## src/rtl/spi_reg_bank_if.sv

```systemverilog
// Parallel register bus between the SPI controller (master) and a parameter bank (slave).
// i_DIN_VALID is a level strobe with no ready: the bank acts once on its rising edge and
// returns o_DATA_OUT for the presented address one clock later, every cycle.
interface spi_reg_bank_if #(
  parameter int DATA_WIDTH = 32,
  parameter int ADDR_WIDTH = 7
);
  logic [ADDR_WIDTH-1:0] i_ADDR;
  logic [DATA_WIDTH-1:0] i_DATA_IN;
  logic                  i_DIN_VALID;
  logic [DATA_WIDTH-1:0] o_DATA_OUT;

  modport master (
    output i_ADDR,
    output i_DATA_IN,
    output i_DIN_VALID,
    input  o_DATA_OUT
  );

  modport slave (
    input  i_ADDR,
    input  i_DATA_IN,
    input  i_DIN_VALID,
    output o_DATA_OUT
  );
endinterface

```

## src/rtl/spi_reg_bank.sv

```systemverilog
// Shadow/active parameter register bank: SPI writes land in shadow registers and are copied
// atomically into the active set on the first audio sample tick after a COMMIT arm.
module spi_reg_bank #(
  parameter int          DATA_WIDTH = 32,
  parameter int          ADDR_WIDTH = 7,
  parameter logic [2:0]  MODULE_ID  = 3'd0,
  parameter int          NUM_REGS   = 8
) (
  input  logic                         i_CLK,
  input  logic                         i_RST_N,
  spi_reg_bank_if.slave                bus,
  input  logic                         i_SAMPLE_TICK,
  output logic [NUM_REGS*DATA_WIDTH-1:0] o_REGS,
  output logic                         o_UPDATE,
  output logic                         o_PENDING
);

  localparam int                IDX_W      = ADDR_WIDTH - 3;
  localparam logic [IDX_W-1:0]  COMMIT_IDX = {IDX_W{1'b1}};

  logic [DATA_WIDTH-1:0] shadow [NUM_REGS];
  logic [DATA_WIDTH-1:0] active [NUM_REGS];
  logic                  armed;
  logic                  dirty;
  logic                  valid_d;

  logic                  sel;
  logic [IDX_W-1:0]      idx;
  logic                  wr_fire;
  logic                  commit;
  logic [DATA_WIDTH-1:0] rd_word;

  assign sel     = (bus.i_ADDR[2:0] == MODULE_ID);
  assign idx     = bus.i_ADDR[ADDR_WIDTH-1:3];
  assign wr_fire = bus.i_DIN_VALID && !valid_d && sel;
  assign commit  = i_SAMPLE_TICK && armed;

  always_comb begin
    rd_word = '0;
    if (sel) begin
      if (idx == COMMIT_IDX) rd_word = {{(DATA_WIDTH-2){1'b0}}, armed, dirty};
      for (int k = 0; k < NUM_REGS; k++) begin
        if (idx == IDX_W'(k)) rd_word = shadow[k];
      end
    end
  end

  // The write block follows the commit block so a coincident write overrides the commit's
  // clear of dirty/armed, while the copy still sees the pre-edge shadow contents.
  always_ff @(posedge i_CLK or negedge i_RST_N) begin
    if (!i_RST_N) begin
      for (int k = 0; k < NUM_REGS; k++) begin
        shadow[k] <= '0;
        active[k] <= '0;
      end
      armed          <= 1'b0;
      dirty          <= 1'b0;
      valid_d        <= 1'b0;
      o_UPDATE       <= 1'b0;
      bus.o_DATA_OUT <= '0;
    end else begin
      valid_d        <= bus.i_DIN_VALID;
      o_UPDATE       <= commit;
      bus.o_DATA_OUT <= rd_word;
      if (commit) begin
        for (int k = 0; k < NUM_REGS; k++) active[k] <= shadow[k];
        armed <= 1'b0;
        dirty <= 1'b0;
      end
      if (wr_fire) begin
        if (idx == COMMIT_IDX) armed <= bus.i_DATA_IN[0];
        for (int k = 0; k < NUM_REGS; k++) begin
          if (idx == IDX_W'(k)) begin
            shadow[k] <= bus.i_DATA_IN;
            dirty     <= 1'b1;
          end
        end
      end
    end
  end

  for (genvar k = 0; k < NUM_REGS; k++) begin : g_regs
    assign o_REGS[k*DATA_WIDTH +: DATA_WIDTH] = active[k];
  end

  assign o_PENDING = dirty;

endmodule

```

## src/flat_wrapper.sv

```systemverilog
// flat-port wrapper written by rule: the top's interface ports become plain ports
module spi_reg_bank_flat 
#(
  parameter int          DATA_WIDTH = 32,
  parameter int          ADDR_WIDTH = 7,
  parameter logic [2:0]  MODULE_ID  = 3'd0,
  parameter int          NUM_REGS   = 8
)
  (i_CLK, i_RST_N, i_SAMPLE_TICK, o_REGS, o_UPDATE, o_PENDING, bus_i_ADDR, bus_i_DATA_IN, bus_i_DIN_VALID, bus_o_DATA_OUT);
  spi_reg_bank_if #(.DATA_WIDTH(DATA_WIDTH), .ADDR_WIDTH(ADDR_WIDTH)) bus_i ();
  input  logic i_CLK;
  input  logic i_RST_N;
  input  logic i_SAMPLE_TICK;
  output logic [NUM_REGS*DATA_WIDTH-1:0] o_REGS;
  output logic o_UPDATE;
  output logic o_PENDING;
  input wire logic [$bits(bus_i.i_ADDR)-1:0] bus_i_ADDR;
  input wire logic [$bits(bus_i.i_DATA_IN)-1:0] bus_i_DATA_IN;
  input wire logic [$bits(bus_i.i_DIN_VALID)-1:0] bus_i_DIN_VALID;
  output wire logic [$bits(bus_i.o_DATA_OUT)-1:0] bus_o_DATA_OUT;
  assign bus_i.i_ADDR = bus_i_ADDR;
  assign bus_i.i_DATA_IN = bus_i_DATA_IN;
  assign bus_i.i_DIN_VALID = bus_i_DIN_VALID;
  assign bus_o_DATA_OUT = bus_i.o_DATA_OUT;
  spi_reg_bank #(.DATA_WIDTH(DATA_WIDTH), .ADDR_WIDTH(ADDR_WIDTH), .MODULE_ID(MODULE_ID), .NUM_REGS(NUM_REGS)) u_core (.i_CLK(i_CLK), .i_RST_N(i_RST_N), .bus(bus_i), .i_SAMPLE_TICK(i_SAMPLE_TICK), .o_REGS(o_REGS), .o_UPDATE(o_UPDATE), .o_PENDING(o_PENDING));
endmodule
```

## config.mk

```make
export PLATFORM = sky130hd
export DESIGN_NAME = spi_reg_bank_flat
export DESIGN_NICKNAME = d
export VERILOG_FILES = /design/src/rtl/spi_reg_bank_if.sv /design/src/rtl/spi_reg_bank.sv /design/src/flat_wrapper.sv
export SDC_FILE = /design/constraint.sdc
export NUM_CORES = 1
export LEC_CHECK = 0
export CORE_UTILIZATION = 40
export DETAILED_ROUTE_END_ITERATION = 8
export PLACE_DENSITY = 0.67
export SETUP_SLACK_MARGIN = 0.1
export SLEW_MARGIN = 20
export SYNTH_ARGS = -nofsm -noshare
export SYNTH_HDL_FRONTEND = slang
export SYNTH_SLANG_ARGS = --single-unit
```

## constraint.sdc

```tcl
create_clock -name i_CLK -period 2.34 [get_ports i_CLK]
set_input_delay 0.585 -clock i_CLK [delete_from_list [all_inputs] [get_ports i_CLK]]
set_output_delay 0.585 -clock i_CLK [all_outputs]
set_load 0.1 [all_outputs]
```

==> metrics.txt <==
Die Y 238 um; # DRC 0; initial antenna violation count 0; setup TNS 0 ns; Post-synth EDFFs 0; Starting Density about two fifths; Worst-Skew Late Latency 0.61 ns; post-synthesis adder-cell area fraction 0%; Area Growth Syn to Fin 27.6%; Netlist cell types 38; Req. time, crit path approximately 2.8 ns; register area share after synthesis between 60 and 70%; pwr dens 702 nW/um^2; hold_ws slightly above 0.5 ns; max incr delay on CP 0.48 ns; Pwr Total 19.9 mW; CTS tree built; Fin. Hold Viols 0; Max stage delay cell, worst path or3_1; cell area after synthesis approximately 22000 um^2; Final nets approximately 1900; syn_nets ~1500; CTS max path bufs 3; CP max FO 13; Synth Flop Type dfrtp_1; main combinational cell family by area after synthesis multiplexers; count leader, synth dfrtp_1; CP cell instances clkdlybuf4s50_1 > or3_1 > buf_4 > nor4_4 > buf_4 > nand2_2 > buf_4 > mux2_2; Worst Path Arrival 2.68 ns; worst slack at placement -0.463 ns; Mapped Cells between 1000 and 1500; Port Buffers about 330; Area contributors post-synth dfrtp_1, mux2_2, mux4_2; Yosys top cell area share approximately three fifths; mux share of post-synthesis cell area between 20% and 30%; Cell Count, Final, Fillers Out approximately 2600; final antenna-violating net count 0; HPWL after detailed placement roughly 43000 um; GP Congestion 0.812; Leak between 10 and 15 nW; Synth async-reset ratio 100%; final worst slack about 0.14 ns; die width 238 um; critical path class input port to flop; Final Max Tran Viols 0; leading area contributor after synthesis dfrtp_1; Max-Cap Viols 0; die area ~56000 um^2; CP dominant cell by count buf_4; H-tree levels 2; flop-to-flop setup slack roughly 0.57 ns; final period demand of the worst path around 2.2 ns; status completed; simple-gate share of the synthesized area 2.46%; Resized Gates After CTS 0; Slew headroom around 60%; DRT Pass-1 Iters 5; Switching Fraction between 20% and 30%; first-pass GRT wire length between 90000 and 100000 um; CTS root buf clkbuf_16; Worst-path clk slew about 0.060 ns; crit share post-route 94.0%; WL/cell around 24 um; final wirelength 63200 um; synthesized area per cell between 15 and 20 um^2; # setup viols final 0; pin count of the biggest net entering global routing 70; ratio of cells with drive above 1 in the final layout approximately 54%; Post-Place Cells between 2000 and 3000; Post-synth top cells dfrtp_1, mux2_2, clkbuf_1, o22ai_1, a21oi_1; Peak VDD IR slightly above 0.0005 V; total CTS buffers 57; FP Rows 85; yosys warns 0; Clk network pwr share between 40% and 50%; combinational share of power 6.6%; vias per std cell ~5.4; post-synthesis compound-gate area fraction 4.62%; clk sinks about 550; P_sw about 4.7 mW; routed vias about 14000; global route overflow 0; fmax 0.455 GHz; measured slew at the worst slew-check pin about 0.60 ns; Worst Skew between 0.01 and 0.015 ns; RSZ-0062 raised after global routing false; Worst setup EP type flop; Core ar. 54300 um^2; CP Launch Type input port; Synth Register Bits 548; 1st-iter DRT viols 866; Ports around 330; share of power burned in registers 50.0%; antenna cells 0; worst hold path type flop to flop; xor/xnor cell area share of the yosys netlist 0%; vias in the first global route about 15000; gr usage total 22.6%; Int Pwr roughly 15 mW
[metrics by stage]
stage          area, um^2  utilization (%)
6_report            28300             52.1
5_1_grt             28300             52.1
4_1_cts             28300             52.1
3_5_place_dp        26500             48.8
3_3_place_gp        26500             48.8
2_1_floorplan       22200                -
[path summary, 6_finish.rpt]
kind,startpoint,to,cells past startpoint
max,bus_i_ADDR[1],u_core.shadow[201],8
min,u_core.o_REGS[188],u_core.o_REGS[188],1
max reg2reg,u_core.valid_d,u_core.shadow[51],5
min reg2reg,u_core.o_REGS[188],u_core.o_REGS[188],1
max in group asynchronous,i_RST_N,u_core.shadow[206],3
min in group asynchronous,i_RST_N,u_core.shadow[149],2
[placed cells by master, fill, tap and decap left out, types with 7 or more instances in the layout]
cell and n:
dfrtp_1 548, mux2_2 512, buf_4 350, clkbuf_16 59
clkdlybuf4s50_1 38, buf_12 37, o22ai_1 33, a21oi_1 32
o21ai_0 31, nand2b_1 31, mux4_2 24, a2111oi_0 19
a21o_1 19, mux2i_1 17, nand2_1 17, clkbuf_1 13
clkinv_2 10, clkbuf_8 10, nand2_2 8, nor3_1 8
o221ai_1 7
[registers in the layout, indices dropped and copies added, names as in the netlist]
signal / count
u_core.armed: 1
u_core.bus.o_DATA_OUT: 32
u_core.o_PENDING: 1
u_core.o_REGS: 256
u_core.o_UPDATE: 1
u_core.shadow: 256
u_core.valid_d: 1
[power groups by stage]
| stage | sequential, mW | clock [mW] | combinational (mW) |
|---|---|---|---|
| after floorplan | 10.2 | 0 | 0.491 |
| after global placement | 10.1 | 0 | 1.29 |
| after detailed placement | 10.1 | 0 | 1.32 |
| after CTS | 9.93 | 8.85 | 1.32 |
| after global routing | 9.96 | 9.27 | 1.41 |
| final | 9.94 | 8.65 | 1.30 |
[critical path: cells and delay by family]
family        cells  cell delay (ns)
simple gates      3             0.75
buf+inv           4             1.04
mux               1             0.30
[cell families (layout without fill, tap and decap cells)]
kind of cell,after synthesis,after routing
multiplexers,554,554
AND/OR/NAND/NOR,97,97
flip-flops,548,548
AO/OA/AOI/OAI,156,156
buffers and inverters,100,530
[routing by layer]
metal / part of all wire (%) / track usage (%) / up-vias
met2: 49 / 37.2 / 395
li1: - / - / 6129
met5: 0 / 0 / -
met4: 2.6 / 6.26 / 0
met3: 5.0 / 4.67 / 89
met1: 43 / 30.2 / 7464
[final cells by class]
| class | count | area, um^2 |
|---|---|---|
| clock buffers | 82 | 1660 |
| fillers | 4525 | 26000 |
| inverters | 7 | 26.3 |
| multi-input cells | 807 | 8110 |
| well taps | 739 | 925 |
| repair buffers | 427 | 3770 |
| clock inverters | 14 | 104 |
| flip-flops and latches | 548 | 13700 |
[what timing repair did]
item | CTS | global route
setup buffers | 0 | 0
hold buffers | 1 | 0
hold endpoints to repair | 40 | 0
Power figures use the tool's default switching activity.
